$ cat config.mk
export PLATFORM = sky130hd
export DESIGN_NAME = sfifo_drain
export DESIGN_NICKNAME = d
export VERILOG_FILES = /design/src/rtl/sfifo_pkg.sv /design/src/rtl/sfifo_drain_buf.sv /design/src/rtl/sfifo_drain.sv
export SDC_FILE = /design/constraint.sdc
export NUM_CORES = 1
export LEC_CHECK = 0
export ABC_AREA = 1
export ABC_CLOCK_PERIOD_IN_PS = 5500
export CORE_MARGIN = 2
export CORE_UTILIZATION = 58
export CTS_CLUSTER_DIAMETER = 200
export DETAILED_ROUTE_END_ITERATION = 16
export PLACE_DENSITY = 0.84
export SYNTH_ARGS = -nofsm -noshare
export SYNTH_HDL_FRONTEND = slang
export SYNTH_SLANG_ARGS = --single-unit
$ cat constraint.sdc
create_clock -name clk -period 5.5 [get_ports clk]
set_clock_uncertainty 0.15 [all_clocks]
set_input_delay 0.55 -clock clk [delete_from_list [all_inputs] [get_ports clk]]
set_output_delay 0.55 -clock clk [all_outputs]
set_load 0.02 [all_outputs]
$ cat src/rtl/sfifo_pkg.sv
// Shared constants for the sfifo and the blocks that talk to it.
package sfifo_pkg;

  localparam int DW         = 16;  // FIFO data width
  localparam int FIFO_DEPTH = 64;  // FIFO entries
  localparam int RD_LAT     = 2;   // cycles from rd_in to dout valid

  // Pointer width for a circular buffer of the given depth (at least 1 bit).
  function automatic int ptr_w(input int depth);
    return (depth > 1) ? $clog2(depth) : 1;
  endfunction

endpackage

$ cat src/rtl/sfifo_drain_buf.sv
// Circular output buffer for sfifo_drain. The head entry drives the output
// stream; push and pop may happen in the same cycle. The caller guarantees
// no push into a full buffer.
module sfifo_drain_buf
  import sfifo_pkg::*;
#(
  parameter int WIDTH = DW,
  parameter int DEPTH = 4,
  localparam int PW = ptr_w(DEPTH),
  localparam int OW = $clog2(DEPTH + 1)
) (
  input  logic             clk,
  input  logic             rst,
  input  logic             push,
  input  logic [WIDTH-1:0] push_data,
  input  logic             pop,
  output logic             head_valid,
  output logic [WIDTH-1:0] head_data,
  output logic [OW-1:0]    occ
);

  logic [WIDTH-1:0] mem [DEPTH];
  logic [PW-1:0]    wr_ptr;
  logic [PW-1:0]    rd_ptr;

  function automatic logic [PW-1:0] ptr_inc(input logic [PW-1:0] p);
    return (p == PW'(DEPTH - 1)) ? '0 : p + PW'(1);
  endfunction

  // Storage: data entries carry no reset, only the pointers and count do.
  always_ff @(posedge clk) begin
    if (push) mem[wr_ptr] <= push_data;
  end

  // Pointer and occupancy bookkeeping.
  always_ff @(posedge clk or negedge rst) begin
    if (!rst) begin
      wr_ptr <= '0;
      rd_ptr <= '0;
      occ    <= '0;
    end else begin
      if (push) wr_ptr <= ptr_inc(wr_ptr);
      if (pop)  rd_ptr <= ptr_inc(rd_ptr);
      case ({push, pop})
        2'b10:   occ <= occ + OW'(1);
        2'b01:   occ <= occ - OW'(1);
        default: occ <= occ;
      endcase
    end
  end

  // Head is only meaningful when occupied; show zero otherwise.
  assign head_valid = (occ != '0);
  assign head_data  = head_valid ? mem[rd_ptr] : '0;

endmodule

$ cat src/rtl/sfifo_drain.sv
// Read-side master for the sfifo. Issues speculative reads to hide the
// FIFO's two-cycle read latency, treats udfl as a per-request cancel and
// delivers the words on a valid/ready stream.
//
// Handshake: a word moves from m_data to the consumer in every cycle where
// m_valid=1 and m_ready=1; m_valid never drops and m_data never changes
// while m_valid=1 and m_ready=0.
module sfifo_drain #(
  parameter int DW        = sfifo_pkg::DW,
  parameter int OUT_DEPTH = 4,
  parameter int CNT_W     = 16
) (
  input  logic             clk,
  input  logic             rst,
  input  logic             en,
  output logic             fifo_rd,
  input  logic [DW-1:0]    fifo_dout,
  input  logic             fifo_empty,
  input  logic             fifo_udfl,
  output logic             m_valid,
  output logic [DW-1:0]    m_data,
  input  logic             m_ready,
  output logic [CNT_W-1:0] word_cnt,
  output logic [CNT_W-1:0] miss_cnt,
  output logic             busy
);

  localparam int OW = $clog2(OUT_DEPTH + 1);
  localparam int SW = OW + 2;

  logic          s1;           // FIFO is performing the read this cycle
  logic          s2;           // fifo_dout holds a fresh word this cycle
  logic          pop;
  logic          issue;
  logic [OW-1:0] occ;
  logic [SW-1:0] credit_used;

  assign pop = m_valid & m_ready;

  // Credit check: every buffer slot is claimed by a held word or a request
  // still in flight (cancelled ones included, until they resolve).
  always_comb begin
    credit_used = SW'(occ) - SW'(pop) + SW'(s1) + SW'(s2) + SW'(fifo_rd);
    issue       = en & ~fifo_empty & (credit_used < SW'(OUT_DEPTH));
  end

  // Request pipeline: fifo_rd -> s1 (FIFO reads) -> s2 (dout valid).
  always_ff @(posedge clk or negedge rst) begin
    if (!rst) begin
      fifo_rd <= 1'b0;
      s1      <= 1'b0;
      s2      <= 1'b0;
    end else begin
      fifo_rd <= issue;
      s1      <= fifo_rd;
      s2      <= s1 & ~fifo_udfl;
    end
  end

  // Statistics: delivered words and cancelled speculative reads, wrapping.
  always_ff @(posedge clk or negedge rst) begin
    if (!rst) begin
      word_cnt <= '0;
      miss_cnt <= '0;
    end else begin
      if (pop)             word_cnt <= word_cnt + CNT_W'(1);
      if (s1 && fifo_udfl) miss_cnt <= miss_cnt + CNT_W'(1);
    end
  end

  sfifo_drain_buf #(
    .WIDTH (DW),
    .DEPTH (OUT_DEPTH)
  ) u_buf (
    .clk        (clk),
    .rst        (rst),
    .push       (s2),
    .push_data  (fifo_dout),
    .pop        (pop),
    .head_valid (m_valid),
    .head_data  (m_data),
    .occ        (occ)
  );

  assign busy = s1 | s2 | fifo_rd | (occ != '0);

endmodule

---- Yosys cells after proc, flatten, opt, wreduce, memory -nomap -nowiden ----
Memories as Yosys holds them, arrays and structs flattened.
Index checks and enable logic that the tools add are counted.
storage, ports and cells
  logic and storage cells ................. 42
  register bits ........................... 42
  RAM bits ................................ 64
  input port bits ......................... 22
  output and inout bits ................... 51
  memories kept ........................... 1
operators by class
  muxes and demuxes ....................... 6
  $lt $le $gt $ge ......................... 1
  reduce and logical (&&, ||, !) cells .... 3
  bitwise operators ....................... 9
  add/subtract/negate cells ............... 10
  equality and inequality tests ........... 4
memories
  name       words  width  read ports  clocked after Yosys merged registers in  write ports  line                   text
  u_buf.mem  4      16     1           0                                        1            sfifo_drain_buf.sv:22  logic [WIDTH-1:0] mem [DEPTH];
operators by type and width
  kind                                                 count
  adder 16 x 1 -> 16 bit (second input constant)       2
  2-to-1 mux 16 bit                                    1
  adder 5 x 1 -> 5 bit                                 2
  == test 2 bit (second input constant)                3
  one-hot mux 3 bit (2 select lines)                   1
  adder 4 x 2 -> 5 bit                                 1
  < comparator 5 x 3 -> 1 bit (second input constant)  1
  adder 2 x 1 -> 2 bit (second input constant)         2
  AND 1 bit                                            4
  2-to-1 mux 2 bit                                     2
  subtractor 3 x 1 -> 4 bit                            1
  adder 3 x 1 -> 3 bit (second input constant)         1
  OR 1 bit                                             3
  nonzero test 3 bit                                   1
  subtractor 3 x 1 -> 3 bit (second input constant)    1
  == test 2 x 1 -> 1 bit (second input constant)       1
  2-to-1 mux 1 bit                                     2
  NOT 1 bit                                            2
  nonzero test 2 bit                                   1
  logical AND 1 bit                                    1

---- Logic depth before layout (Yosys ltp) ----
Gate-level depths: netlist (run 1).
  word-level depth ........................ 8
  depth in mapped cells ................... 10
  depth with buffers taken out ............ 10

---- Hierarchy ----
Synthesis (run 1) repeated with hierarchy kept, for this count alone.
second synthesis, totals
  cells, all modules ...................... 520
  area, all modules ....................... 5086.1 µm²
by module, submodules not included
  module           area an instance (µm²)  cells an instance  instances  seq. area each (µm²)
  sfifo_drain_buf  3228.1                  306                1          2097.0
  sfifo_drain      1858.0                  214                1          875.8

---- Worst setup path before layout (run 1) ----
No wires, ideal clock.
  kind .................................... register -> register
  start ................................... reg u_buf.occ[1]
  end ..................................... reg fifo_rd
  setup slack ............................. 3.359 ns
  arrival ................................. 1.909 ns
  library setup time ...................... 0.082 ns
  cell stages (with the launch flop) ...... 11
  clock period less this slack ............ 2.141 ns
  path buffers ............................ 0
  data required time ...................... 5.268 ns
  path through ............................ dfrtp_1 inv_1 nand3_4 nand2_4 nor2_1 o21bai_1 fa_1 ha_1 nor3b_1 nand2_1 a31oi_1
on the way
  cells in the longest elaborated chain, start to end .. 8
ends and longest elaborated chain
  item                                line                   text
  from (decl)                         sfifo_drain_buf.sv:19  output logic [OW-1:0] occ
  from (signal assigned)              sfifo_drain_buf.sv:45  2'b10: occ <= occ + OW'(1);
  from (signal assigned)              sfifo_drain_buf.sv:46  2'b01: occ <= occ - OW'(1);
  nonzero test 3 bit                  sfifo_drain_buf.sv:53  assign head_valid = (occ != '0);
  named net m_valid                   sfifo_drain.sv:20      output logic m_valid,
  AND 1 bit                           sfifo_drain.sv:38      assign pop = m_valid & m_ready;
  subtractor 3 x 1 -> 4 bit           sfifo_drain.sv:43      credit_used = SW'(occ) - SW'(pop) + SW'(s1) + SW'(s2) + SW'(fifo_rd);
  adder 4 x 2 -> 5 bit                sfifo_drain.sv:43
  adder 5 x 1 -> 5 bit (2 in series)  sfifo_drain.sv:43
  < comparator 5 x 3 -> 1 bit         sfifo_drain.sv:44      issue = en & ~fifo_empty & (credit_used < SW'(OUT_DEPTH));
  AND 1 bit                           sfifo_drain.sv:44
  named net issue                     sfifo_drain.sv:34      logic issue;
  to (signal assigned)                sfifo_drain.sv:54      fifo_rd <= issue;
  to (decl)                           sfifo_drain.sv:16      output logic fifo_rd,
The timed path passes the listed nets, and every way through them passes these cells.
A chain may end at the register's enable or synchronous reset.

---- Worst setup path after layout (run 1) ----
  start ................................... reg u_buf.rd_ptr[1]
  end ..................................... out m_data[3]
on the way
  cells in the longest elaborated chain, start to end .. 2
ends and longest elaborated chain
  item                      line                   text
  from (decl)               sfifo_drain_buf.sv:24  logic [PW-1:0] rd_ptr;
  from (signal assigned)    sfifo_drain_buf.sv:43  if (pop) rd_ptr <= ptr_inc(rd_ptr);
  memory read (4 x 16 bit)  --
  2-to-1 mux 16 bit         sfifo_drain_buf.sv:54  assign head_data = head_valid ? mem[rd_ptr] : '0;
  to (decl)                 sfifo_drain.sv:21      output logic [DW-1:0] m_data,
Every way passes these cells.

==> flow_summary.ini, run 1 <==
[placed_design]
placed_cells = 625
hpwl_um = 6320
post-place-ws_ns = 2.74
place_congestion = 0.853
numPortBuffers = 72

[worst_setup_path]
ff2ff_setup_slack_ns = 3.20
r2r_start = u_buf.occ[1]$_DFFE_PN0P_
cp-end-kind = output port
cp-start-kind = register
path_max_fanout = 18
rr_worst_depth = 10
cp_data_required_time_ns = 4.80
rr_endpoint = fifo_rd$_DFF_PN0_
critical_path_arrival_ns = 2.48
critPathKind = register to output port

[finish]
diodes = 0
final-instance-count-excl-fill = 641
fin_util_pct = 71.1
final_common_cell = nor2_1
nNetsFinal = 564
syn_to_final_growth_pct = 20.5
drive_gt1_share_pct = 7.09
final_cell_mix = nor2_1 (83), nand2_1 (81), clkdlybuf4s50_1 (71), edfxtp_1 (64), dfrtp_1 (42)

[routing]
via_per_inst = 5.35
num_vias = 3427
dr_wl_met3_um = 550
drt-pass1-iter-count = 4
drc_errors = 0
first_iter_violations = 130
routed_wl_um = 9290
dr_wl_met2_um = 4570
post_drt_wl_per_cell_um = 14.5
m1WireLength_um = 3960
ant_nets = 0
routed.top_layer = met4

[clocking]
tritoncts = built
h-tree-depth = 3
clkTransAtPathRegs_ns = 0.11
clk_path_buf_depth = 2
clk_latency_ns = 0.37
cts_sinks = 106
post_cts_buffers = 0
numCtsBuffers = 9
cts_hold_buf = 0
ctsRootBufferMaster = clkbuf_8
cts_resized = 0

[grt]
grt_pass1_wl_um = 15200
grt_start_max_net_pins = 43
grt_use_total_pct = 22.1
grt_pass1_vias = 3238
grt_antenna_before_repair = 0
overflow = 0

[sta]
final.min_clock_period_ns = 3.18
hold_viol_final = 0
maxSlewViolCount = 0
setup_viol = 0
fin_ws_ns = 2.32
grt_setup_unrepaired = false
worst_pin_slew_ns = 0.943
finalCritPeriodShare_pct = 57.9
setup_tns_ns = 0
relSlewSlack_pct = 37.1
fmax_ghz = 0.314

[floorplanning]
die_area_sq_um = 8970
placementRows = 33
io_pins = 73
die_w_um = 94.7
core_sq_um = 8090
initial_core_util_pct = 59.0
die_y_um = 94.7

[power]
leakagePower_nw = 2.37
finalPower_w = 0.00250
power_density_nw_per_um2 = 435
ir_drop_v = 0.000319

[synth]
ys_types = 33
muxShareOfSynthArea_pct = 0.236
synth_xor_area_share_pct = 3.30
synth-simple-area-share_pct = 19.9
syn_nets = 493
ys_ff_latch = 106
ys_warn_count = 0
avgSynthCellArea_sq_um = 10.4
synth_compound_area_share_pct = 6.37
synth_top_family_by_area = simple AND/OR/NAND/NOR gates
seq_area_frac_synth_pct = 62.3
synthAdderAreaFrac_pct = 3.20
netlist_area_sq_um = 4770
syn-instance-count = 460

[status]
outcome = finished clean

[job]
timing.max_cap.violations = 0

[min_path]
min_path_type = input port to async pin
cells by family after synthesis:
logic type                 Yosys count
adders and majority gates           11
muxes                                1
buffers and inverters               55
xor gates and xnor gates            18
AOI/OAI and AO/OA                   60
and+or+nand+nor                    209
DFF                                106
Yosys cell counts:
cell / n / area share [%]
nor3_2: 1 / 0.21
nand3_4: 1 / 0.37
inv_6: 1 / 0.18
inv_2: 4 / 0.31
fa_1: 2 / 0.84
nand4_1: 9 / 1.2
nor3_1: 3 / 0.31
buf_2: 7 / 0.73
clkbuf_1: 4 / 0.31
nor2_1: 83 / 6.5
inv_1: 37 / 2.9
a21oi_1: 18 / 1.9
ha_1: 9 / 2.4
nand2_2: 2 / 0.26
nand3b_1: 2 / 0.31
a31oi_1: 1 / 0.13
nor3b_1: 1 / 0.16
o21bai_1: 1 / 0.16
nand2_4: 3 / 0.71
o21ai_0: 35 / 3.7
mux2_2: 1 / 0.24
nand3_1: 16 / 1.7
nand2_1: 81 / 6.4
buf_1: 1 / 0.079
nor2_4: 4 / 0.94
xor2_1: 8 / 1.5
edfxtp_1: 64 / 40
dfrtp_1: 42 / 22
nor2_8: 1 / 0.42
nand3_2: 2 / 0.42
xnor2_1: 10 / 1.8
o21ai_1: 5 / 0.52
buf_6: 1 / 0.24
routing by layer:
| layer | up-vias | GRT usage [%] |
|---|---|---|
| met4 | 0 | 9.06 |
| met5 | - | 0 |
| met1 | 1644 | 28.9 |
| met2 | 103 | 37.1 |
| met3 | 19 | 3.35 |
| li1 | 1661 | - |
power breakdown:
| part | leakage, nW | switching [W] | total, W | internal [W] |
|---|---|---|---|---|
| Clock | 0.0989 | 0.000279 | 0.000455 | 0.000176 |
| Combinational | 1.16 | 0.000583 | 0.00101 | 0.000431 |
| Sequential | 1.12 | 0.0000985 | 0.00103 | 0.000936 |
registers in the layout, summed over array words and instances (netlist names):
register      cells
fifo_rd           1
miss_cnt         16
s1                1
s2                1
u_buf.mem        64
u_buf.occ         3
u_buf.rd_ptr      2
u_buf.wr_ptr      2
word_cnt         16
stage by stage:
step	hold slack [ns]	area (sq um)
2_1_floorplan	0.104	4770
3_5_place_dp	0.314	5560
5_1_grt	0.233	5760
4_1_cts	0.184	5760
6_report	0.170	5760
3_3_place_gp	0.312	5560
worst max-delay path by stage:
stage                           startpoint           endpoint  slack (ns)  cells past startpoint
3_5_place_dp   u_buf.rd_ptr[1]$_DFFE_PN0P_          m_data[9]        2.74                      5
5_1_grt        u_buf.rd_ptr[1]$_DFFE_PN0P_          m_data[9]        2.10                      5
2_1_floorplan     u_buf.occ[1]$_DFFE_PN0P_  fifo_rd$_DFF_PN0_        3.36                     10
3_3_place_gp   u_buf.rd_ptr[1]$_DFFE_PN0P_          m_data[9]        2.77                      5
4_1_cts        u_buf.rd_ptr[1]$_DFFE_PN0P_          m_data[9]        2.32                      5
6_report       u_buf.rd_ptr[1]$_DFFE_PN0P_          m_data[3]        2.32                      5
area by class of cell:
cell class / count / area (sq um)
multi-input cells: 299 / 1570
repair buffers: 73 / 723
clock buffers: 9 / 124
fillers: 596 / 2340
well taps: 105 / 131
clock inverters: 7 / 67.6
inverters: 42 / 163
flip-flops and latches: 106 / 2970
critical path, stage by stage, from the launching register on:
cell	delay [ns]
dfrtp_1	0.75
inv_2	0.30
nor2_1	0.19
o21ai_0	0.10
a21oi_1	0.17
clkdlybuf4s50_1	0.62
No activity file was read; power rests on OpenSTA's default activity.
==> inputs of run 2 (changes only) <==
--- a/config.mk
+++ b/config.mk
@@ -6,12 +6,12 @@
 export NUM_CORES = 1
 export LEC_CHECK = 0
 export ABC_AREA = 1
-export ABC_CLOCK_PERIOD_IN_PS = 5500
+export ABC_CLOCK_PERIOD_IN_PS = 2860
 export CORE_MARGIN = 2
-export CORE_UTILIZATION = 58
+export CORE_UTILIZATION = 49
 export CTS_CLUSTER_DIAMETER = 200
 export DETAILED_ROUTE_END_ITERATION = 16
-export PLACE_DENSITY = 0.84
+export PLACE_DENSITY = 0.75
 export SYNTH_ARGS = -nofsm -noshare
 export SYNTH_HDL_FRONTEND = slang
 export SYNTH_SLANG_ARGS = --single-unit
==> constraint.sdc (replaced) <==
create_clock -name clk -period 2.86 [get_ports clk]
set_clock_uncertainty 0.15 [all_clocks]
set_input_delay 0.286 -clock clk [delete_from_list [all_inputs] [get_ports clk]]
set_output_delay 0.286 -clock clk [all_outputs]
set_load 0.02 [all_outputs]
==> run 2 against run 1 <==
Die area increased by 18%. Utilization fell by 10 points. Hold slack better by 0.16 ns. First-iteration DRC count decreased by 45%. Setup slack got worse by 2.1 ns. Design area up 1.2%. Sequential power up 92%. Cell count increased by 5.0%. Routed wire length shrank 0.64%. Power grew 93%. Critical path type unchanged. Critical endpoint is now m_data[8]. Highest routed layer unchanged.
==> flow_summary.ini, run 2 (synthesized netlist as in run 1, its figures left out) <==
[status]
outcome = finished clean

[floorplanning]
io_pins = 73
placementRows = 36
initial_core_util_pct = 49.8
core_sq_um = 9590
die_w_um = 103
die_area_sq_um = 10500
die_y_um = 103

[sta]
worst_pin_slew_ns = 0.930
finalHoldWorstSlack_ns = 0.332
maxSlewViolCount = 0
setup_viol = 0
setup_tns_ns = 0
hold_viol_final = 0
final.min_clock_period_ns = 2.60
finalCritPeriodShare_pct = 90.9
relSlewSlack_pct = 38.0
fmax_ghz = 0.385
grt_setup_unrepaired = false

[placed_design]
numPortBuffers = 72
hpwl_um = 6240
place_congestion = 0.783
postPlaceCellArea_sq_um = 5610

[routing]
via_per_inst = 4.94
first_iter_violations = 71
ant_nets = 0
drt-pass1-iter-count = 4
routed_wl_um = 9230
post_drt_wl_per_cell_um = 13.7
num_vias = 3327
drc_errors = 0

[finish]
drive_gt1_share_pct = 7.59
final_area_sq_um = 5820
final_common_cell = nor2_1
diodes = 0
largestRegisters = u_buf.mem x64, miss_cnt x16, word_cnt x16
final_cell_mix = nor2_1 (83), nand2_1 (81), clkdlybuf4s50_1 (71), edfxtp_1 (64), dfrtp_1 (41)
syn_to_final_growth_pct = 22.0
nNetsFinal = 568
largest_register_ffs = 64
fin_util_pct = 60.7
regMostFlops = u_buf.mem

[worst_setup_path]
cp_data_required_time_ns = 2.42
rr_worst_depth = 10
rr_endpoint = fifo_rd$_DFF_PN0_
critPathKind = register to output port
critical_path_arrival_ns = 2.16
r2r_start = u_buf.occ[1]$_DFFE_PN0P_
ff2ff_setup_slack_ns = 0.60
cp-end-kind = output port
crit_path_end = m_data[8]
path_max_fanout = 12
cp-start-kind = register
crit_start = u_buf.rd_ptr[1]$_DFFE_PN0P_

[clocking]
clkTransAtPathRegs_ns = 0.10
cts_sinks = 106
numCtsBuffers = 9
clk_path_buf_depth = 2
ctsRootBufferMaster = clkbuf_8
clk_latency_ns = 0.36
tritoncts = built
h-tree-depth = 3

[grt]
grt_start_max_net_pins = 43
overflow = 0
grt_antenna_before_repair = 0
grt_use_total_pct = 18.9
grt_pass1_wl_um = 15300
grt_pass1_vias = 3367

[power]
ir_drop_v = 0.000504
power_density_nw_per_um2 = 830
finalPower_w = 0.00483
leakagePower_nw = 2.39

[job]
timing.max_cap.violations = 0

[min_path]
min_path_type = register to register
==> run 2: what timing repair did <==
item / CTS / global route
hold buffers: 1 / 0
setup buffers: 0 / 2
resized for setup: 1 / 3
pin swaps: 0 / 0
endpoints found under the hold margin: 42 / 0
endpoints found under the setup margin: 3 / 4
==> run 2: worst min path at each step <==
stage	from	endpoint	depth (start not counted)
after global placement	fifo_rd$_DFF_PN0_	s1$_DFF_PN0_	0
after global routing	fifo_rd$_DFF_PN0_	s1$_DFF_PN0_	0
after detailed placement	fifo_rd$_DFF_PN0_	s1$_DFF_PN0_	0
after CTS	fifo_rd$_DFF_PN0_	s1$_DFF_PN0_	0
final	fifo_rd$_DFF_PN0_	s1$_DFF_PN0_	0
after floorplan	rst	fifo_rd$_DFF_PN0_	0
==> run 2: area by class of cell <==
type | instances | area (sq um)
well taps | 133 | 166
clock inverters | 7 | 61.3
inverters | 42 | 165
repair buffers | 77 | 759
multi-input cells | 299 | 1570
clock buffers | 9 | 124
flip-flops and latches | 106 | 2970
fillers | 817 | 3770
==> run 2: routing by layer <==
metal | wire length (um) | GRT usage [%]
met1 | 4020 | 23.7
met2 | 4620 | 32.3
met5 | 0 | 0
met4 | 104 | 6.05
met3 | 490 | 4.61
==> run 2: critical path, stage by stage, from the launching register on <==
cell and delay, ns:
dfrtp_1 0.49, buf_4 0.24, nor2_1 0.11, o21ai_0 0.08
a21oi_1 0.23, clkdlybuf4s50_1 0.64
==> run 2: power breakdown <==
group	switching, W	internal (W)	leakage, nW
Clock	0.000527	0.000334	0.0953
Sequential	0.000177	0.00180	1.12
Combinational	0.00113	0.000860	1.18
==> run 2: metrics by stage <==
| step | std cells | setup slack, ns |
|---|---|---|
| floorplan | 460 | 0.719 |
| global placement | 654 | 0.468 |
| detailed placement | 654 | 0.379 |
| CTS | 671 | 0.0849 |
| global route | 673 | 0.0758 |
| finish | 673 | 0.261 |
